**config.mk**
```make
export PLATFORM = sky130hd
export DESIGN_NAME = sn74ls55_arbiter_flat
export DESIGN_NICKNAME = d
export VERILOG_FILES = /design/src/rtl/sn74ls55_arbiter_if.sv /design/src/rtl/sn74ls55_arbiter.sv /design/src/flat_wrapper.sv
export SDC_FILE = /design/constraint.sdc
export NUM_CORES = 1
export LEC_CHECK = 0
export ABC_AREA = 1
export CORE_AREA = 2 2 39 41
export CTS_CLUSTER_SIZE = 10
export DETAILED_ROUTE_END_ITERATION = 12
export DIE_AREA = 0 0 41 43
export DONT_BUFFER_PORTS = 1
export PLACE_DENSITY = 0.6
export SYNTH_ARGS = -nofsm -noshare
export SYNTH_HDL_FRONTEND = slang
export SYNTH_SLANG_ARGS = --single-unit
```
**constraint.sdc**
```tcl
create_clock -name clk -period 1.65 [get_ports clk]
set_input_delay 0.2475 -clock clk [delete_from_list [all_inputs] [get_ports clk]]
set_output_delay 0.2475 -clock clk [all_outputs]
set_load 0.005 [all_outputs]
```
**src/rtl/sn74ls55_arbiter_if.sv**
```systemverilog
// Bus bundle between the two requesters and the AND-NOR arbiter.
// master: requester side (drives requests and AND terms, sees grants and y).
// slave : arbiter side.
interface sn74ls55_arbiter_if;
  logic       req0;
  logic       req1;
  logic [3:0] t0;
  logic [3:0] t1;
  logic       gnt0;
  logic       gnt1;
  logic       busy;
  logic       y;

  modport master (
    output req0, req1, t0, t1,
    input  gnt0, gnt1, busy, y
  );

  modport slave (
    input  req0, req1, t0, t1,
    output gnt0, gnt1, busy, y
  );
endinterface

```
**src/rtl/sn74ls55_arbiter.sv**
```systemverilog
// Two-requester round-robin arbiter in front of a 2-wide, 4-input AND-NOR gate.
// Only the granted requester's AND term reaches the NOR; the result is registered on y.
// A contested grant is held for at most HOLD consecutive cycles before rotating.
// Optional build macro SN74LS55_ARBITER_LOCK_EN adds a lock input that suppresses
// forced rotation while asserted (counter saturates at HOLD-1).
//
// state | meaning
// ------+----------------------------------------------
// IDLE  | no grant, y forced high
// G0    | requester 0 owns the gate (term t0 reaches NOR)
// G1    | requester 1 owns the gate (term t1 reaches NOR)
module sn74ls55_arbiter #(
  parameter int HOLD = 4,
  parameter int CW   = 3
) (
  input  logic clk,
  input  logic clr_n,
`ifdef SN74LS55_ARBITER_LOCK_EN
  input  logic lock,
`endif
  sn74ls55_arbiter_if.slave bus
);

  typedef enum logic [1:0] {IDLE = 2'd0, G0 = 2'd1, G1 = 2'd2} state_e;

  localparam logic [CW-1:0] HOLD_M1 = CW'(HOLD - 1);

  state_e        state_q, state_d;
  logic [CW-1:0] cnt_q, cnt_d;
  logic          last_q, last_d;
  logic          gnt0_q, gnt0_d;
  logic          gnt1_q, gnt1_d;
  logic          busy_q, busy_d;
  logic          y_q, y_d;

  logic          lock_v;
  logic          own_req;
  logic          oth_req;
  state_e        other_s;

`ifdef SN74LS55_ARBITER_LOCK_EN
  assign lock_v = lock;
`else
  assign lock_v = 1'b0;
`endif

  // Next-state, hold counter, tie-break memory and registered-output values.
  always_comb begin
    state_d = state_q;
    cnt_d   = cnt_q;
    last_d  = last_q;
    own_req = 1'b0;
    oth_req = 1'b0;
    other_s = IDLE;

    case (state_q)
      IDLE: begin
        cnt_d = '0;
        if (bus.req0 && !bus.req1)      state_d = G0;
        else if (bus.req1 && !bus.req0) state_d = G1;
        else if (bus.req0 && bus.req1)  state_d = last_q ? G0 : G1;
        else                            state_d = IDLE;
      end
      G0, G1: begin
        own_req = (state_q == G0) ? bus.req0 : bus.req1;
        oth_req = (state_q == G0) ? bus.req1 : bus.req0;
        other_s = (state_q == G0) ? G1 : G0;
        if (!own_req) begin
          // Release: hand straight over if the other side waits, else go idle.
          cnt_d   = '0;
          state_d = oth_req ? other_s : IDLE;
        end else if (!oth_req) begin
          cnt_d = '0;
        end else if (cnt_q < HOLD_M1) begin
          cnt_d = cnt_q + CW'(1);
        end else if (lock_v) begin
          cnt_d = HOLD_M1;
        end else begin
          cnt_d   = '0;
          state_d = other_s;
        end
      end
      default: begin
        state_d = IDLE;
        cnt_d   = '0;
      end
    endcase

    if (state_d == G0) last_d = 1'b0;
    if (state_d == G1) last_d = 1'b1;

    gnt0_d = (state_d == G0);
    gnt1_d = (state_d == G1);
    busy_d = (state_d != IDLE);
    // y uses the grant held during this cycle, not the one being computed.
    y_d    = ~((&bus.t0 & gnt0_q) | (&bus.t1 & gnt1_q));
  end

  // All state and outputs registered; synchronous active-low clear.
  always_ff @(posedge clk) begin
    if (!clr_n) begin
      state_q <= IDLE;
      cnt_q   <= '0;
      last_q  <= 1'b1;
      gnt0_q  <= 1'b0;
      gnt1_q  <= 1'b0;
      busy_q  <= 1'b0;
      y_q     <= 1'b1;
    end else begin
      state_q <= state_d;
      cnt_q   <= cnt_d;
      last_q  <= last_d;
      gnt0_q  <= gnt0_d;
      gnt1_q  <= gnt1_d;
      busy_q  <= busy_d;
      y_q     <= y_d;
    end
  end

  assign bus.gnt0 = gnt0_q;
  assign bus.gnt1 = gnt1_q;
  assign bus.busy = busy_q;
  assign bus.y    = y_q;

endmodule
```
**src/flat_wrapper.sv**
```systemverilog
// flat-port wrapper written by rule: the top's interface ports become plain ports
module sn74ls55_arbiter_flat 
#(
  parameter int HOLD = 4,
  parameter int CW   = 3
)
  (clk, clr_n, bus_req0, bus_req1, bus_t0, bus_t1, bus_gnt0, bus_gnt1, bus_busy, bus_y);
  sn74ls55_arbiter_if bus_i ();
  input  logic clk;
  input  logic clr_n;
  input wire logic [$bits(bus_i.req0)-1:0] bus_req0;
  input wire logic [$bits(bus_i.req1)-1:0] bus_req1;
  input wire logic [$bits(bus_i.t0)-1:0] bus_t0;
  input wire logic [$bits(bus_i.t1)-1:0] bus_t1;
  output wire logic [$bits(bus_i.gnt0)-1:0] bus_gnt0;
  output wire logic [$bits(bus_i.gnt1)-1:0] bus_gnt1;
  output wire logic [$bits(bus_i.busy)-1:0] bus_busy;
  output wire logic [$bits(bus_i.y)-1:0] bus_y;
  assign bus_i.req0 = bus_req0;
  assign bus_i.req1 = bus_req1;
  assign bus_i.t0 = bus_t0;
  assign bus_i.t1 = bus_t1;
  assign bus_gnt0 = bus_i.gnt0;
  assign bus_gnt1 = bus_i.gnt1;
  assign bus_busy = bus_i.busy;
  assign bus_y = bus_i.y;
  sn74ls55_arbiter #(.HOLD(HOLD), .CW(CW)) u_core (.clk(clk), .clr_n(clr_n), .bus(bus_i));
endmodule
```
==> flow_summary.toml <==
[placement]
dp_slack_ns = 0.0694
dpl.hpwl_um = 697
port_buffers = 0
gp_congestion = 0.794

[critical_path]
critical-path-top-delay-family = "simple AND/OR/NAND/NOR gates"
crit_arrival_ns = 1.64
cp-end-kind = "register"
slowest_stage = "dfxtp_1"
cp.depth = 14
rr_startpoint = "u_core.state_q[0]"
path_class = "reg2reg"
cp_max_fo = 5
critical_path_buf_inv_count = 1
slowest_delay_ns = 0.41
cp-startpoint = "u_core.state_q[0]"
startpoint_type = "register"
rr_worst_depth = 14
path_cells = "ha_4 -> inv_2 -> nand2_1 -> nand2_1 -> nand2_1 -> nand2_1 -> nand2_1 -> nand2_1 -> nand2_1 -> nand2_1 -> nand2_2 -> nand3_2 -> nand2_1 -> nand2_1"
worstPathRequired_ns = 1.81
cp_common_cell = "nand2_1"

[synthesis]
yosysWarningCount = 0
ys_seq_area_frac = 0.370
synth_compound_area_frac = 0.0624
netlist_instances = 75
synth_xor_xnor_area_share = 0
syn_nets = 91
synth_cell_type_count = 20
syn_area_sq_um = 542
synth.avg_cell_area_sq_um = 7.22
synthSimpleGateAreaFrac = 0.360
ys_ff_latch = 10
synth_top_family_by_area = "simple AND/OR/NAND/NOR gates"
synth_mux_area_frac = 0
synthAdderAreaFrac = 0.0924

[sta]
finalHoldViolCount = 0
setup_violations = 0
max-slew-margin-rel = 0.874
drv_slew = 0
layout_min_cycle_time_ns = 1.48
tightest_slew_ns = 0.189
fin_crit_sh = 0.899
finalSetupTns_ns = 0
max_freq_mhz = 674
fin_skew_ns = 0.00108
finalWorstSetupSlack_ns = 0.167

[layout]
fin_util = 0.450
nFillCells = 146
layout_common_cells = "nand2_1 (21), nor2_1 (10), dfxtp_1 (9)"
regArea_sq_um = 201
drive_gt1_frac = 0.253
diodes = 0
layout_commonest_cell = "nand2_1"
area_growth_pct = 15.0
final_nets = 96
multi_input_area_sq_um = 309

[power]
p_sw_frac = 0.289
p_seq_frac = 0.441
cellPowerDensity_nw_per_um2 = 1050
peakVddDrop_uv = 440
combPwrFrac = 0.233
power.total_uw = 657
intPower_uw = 467
clkPwrFrac = 0.326
switchingPower_uw = 190
leakage_nw = 0.286

[floorplan]
dieWidth_um = 41
dieArea_sq_um = 1760
num_io_pins = 16
dieHeight_um = 43
core_area_sq_um = 1380
initial_core_util = 0.392
num_rows = 14

[routing]
drt_pass1_iterations = 4
wl_per_cell_um = 9.14
viasPerCell = 4.83
wirelength_um = 868
drc_errors = 0
postRouteAntennaNets = 0
drt-initial-drc-count = 6
via_count = 459

[clocking]
cts_buffers = 3
cts-root-buf = "clkbuf_4"
worstSkewPairLatency_ns = 0.26
cts_hold_buf = 0
cts_resized = 0
cts_sinks = 10
cts.htree.levels = 1
clockBufferDepth = 2
cts_tree = "done"
post_cts_buffers = 0
clk_pin_slew_ns = 0.06

[global_route]
grt_pass1_wl_um = 1610
grt_max_degree = 8
grt.overflow.total = 0
track_usage = 0.139
antenna_found_initial = 0
grt_pass1_vias = 425

[hold_path]
hp-class = "in2reg"
hold_path_startpoint = "clr_n"
min_path_cells = 1

[outcome]
status = "completed"

[job]
cap_violations = 0
## routing by layer
layer  vias to the layer above  part of all wire  wire [um]  GRT usage
li1                        241                 -          -          -
met1                       206              0.40        343      0.150
met2                        10              0.53        457      0.209
met3                         2             0.067         58     0.0838
met4                         0            0.0092          8     0.0600
met5                         -                 0          0          0
## stage by stage
stage | hold slack, ns | cell area, sq um | instances
2_1_floorplan | 0.316 | 542 | 75
3_3_place_gp | 0.319 | 562 | 91
3_5_place_dp | 0.324 | 562 | 91
4_1_cts | 0.0440 | 598 | 95
5_1_grt | 0.0320 | 623 | 95
6_report | 0.0543 | 623 | 95
## cell families (layout without fill, tap and decap cells)
| kind of cell | count (synthesis) | count (layout) |
|---|---|---|
| AOI/OAI and AO/OA | 6 | 6 |
| DFF | 10 | 10 |
| and+or+nand+nor | 43 | 43 |
| adders and majority gates | 4 | 4 |
| buffers and inverters | 12 | 16 |
## worst reg2reg max path: stages (launching register included)
cell     delay, ns
dfxtp_1       0.41
ha_4          0.19
inv_2         0.04
nand2_1       0.04
nand2_1       0.04
nand2_1       0.07
nand2_1       0.06
nand2_1       0.06
nand2_1       0.04
nand2_1       0.06
nand2_1       0.07
nand2_2       0.10
nand3_2       0.09
nand2_1       0.06
nand2_1       0.04
## area by class of cell
| cell class | instances | area share |
|---|---|---|
| Multi-Input combinational cell | 53 | 0.496 |
| Sequential cell | 10 | 0.323 |
| Inverter | 12 | 0.0904 |
| Clock buffer | 4 | 0.0582 |
| Tap cell | 16 | 0.0321 |
## cell usage after synthesis (all sizes together)
cell    instances  area share
nand3           4       0.046
nand4           1       0.012
inv            10       0.074
dfxtp          10        0.37
o211ai          1       0.014
o22ai           1       0.012
clkinv          1      0.0092
nor2           10       0.069
ha              4       0.092
nand2          26        0.21
a21oi           3       0.028
nor3            1      0.0092
o21ai           1      0.0092
bufinv          1       0.032
and3            1       0.012
## flip-flops by register name, indices dropped and copies added, names as in the netlist
register	flops
u_core.bus.gnt0	1
u_core.last_q	1
u_core.bus.gnt1	1
u_core.cnt_q	3
u_core.bus.busy	1
u_core.state_q	2
u_core.bus.y	1
## final timing paths
path                                        end  slack [ns]
worst max-delay path              u_core.last_q        0.17
worst min-delay path               u_core.bus.y        0.05
worst max register to register    u_core.last_q        0.17
worst min register to register  u_core.cnt_q[0]        0.45
## power by group through the flow
stage	combinational [mW]	sequential [mW]	clock (mW)
5_1_grt	0.181	0.294	0.240
6_report	0.153	0.290	0.214
4_1_cts	0.142	0.284	0.225
2_1_floorplan	0.122	0.285	0
3_5_place_dp	0.141	0.289	0
3_3_place_gp	0.142	0.289	0
Note: power is estimated with default switching activity, not from simulation.
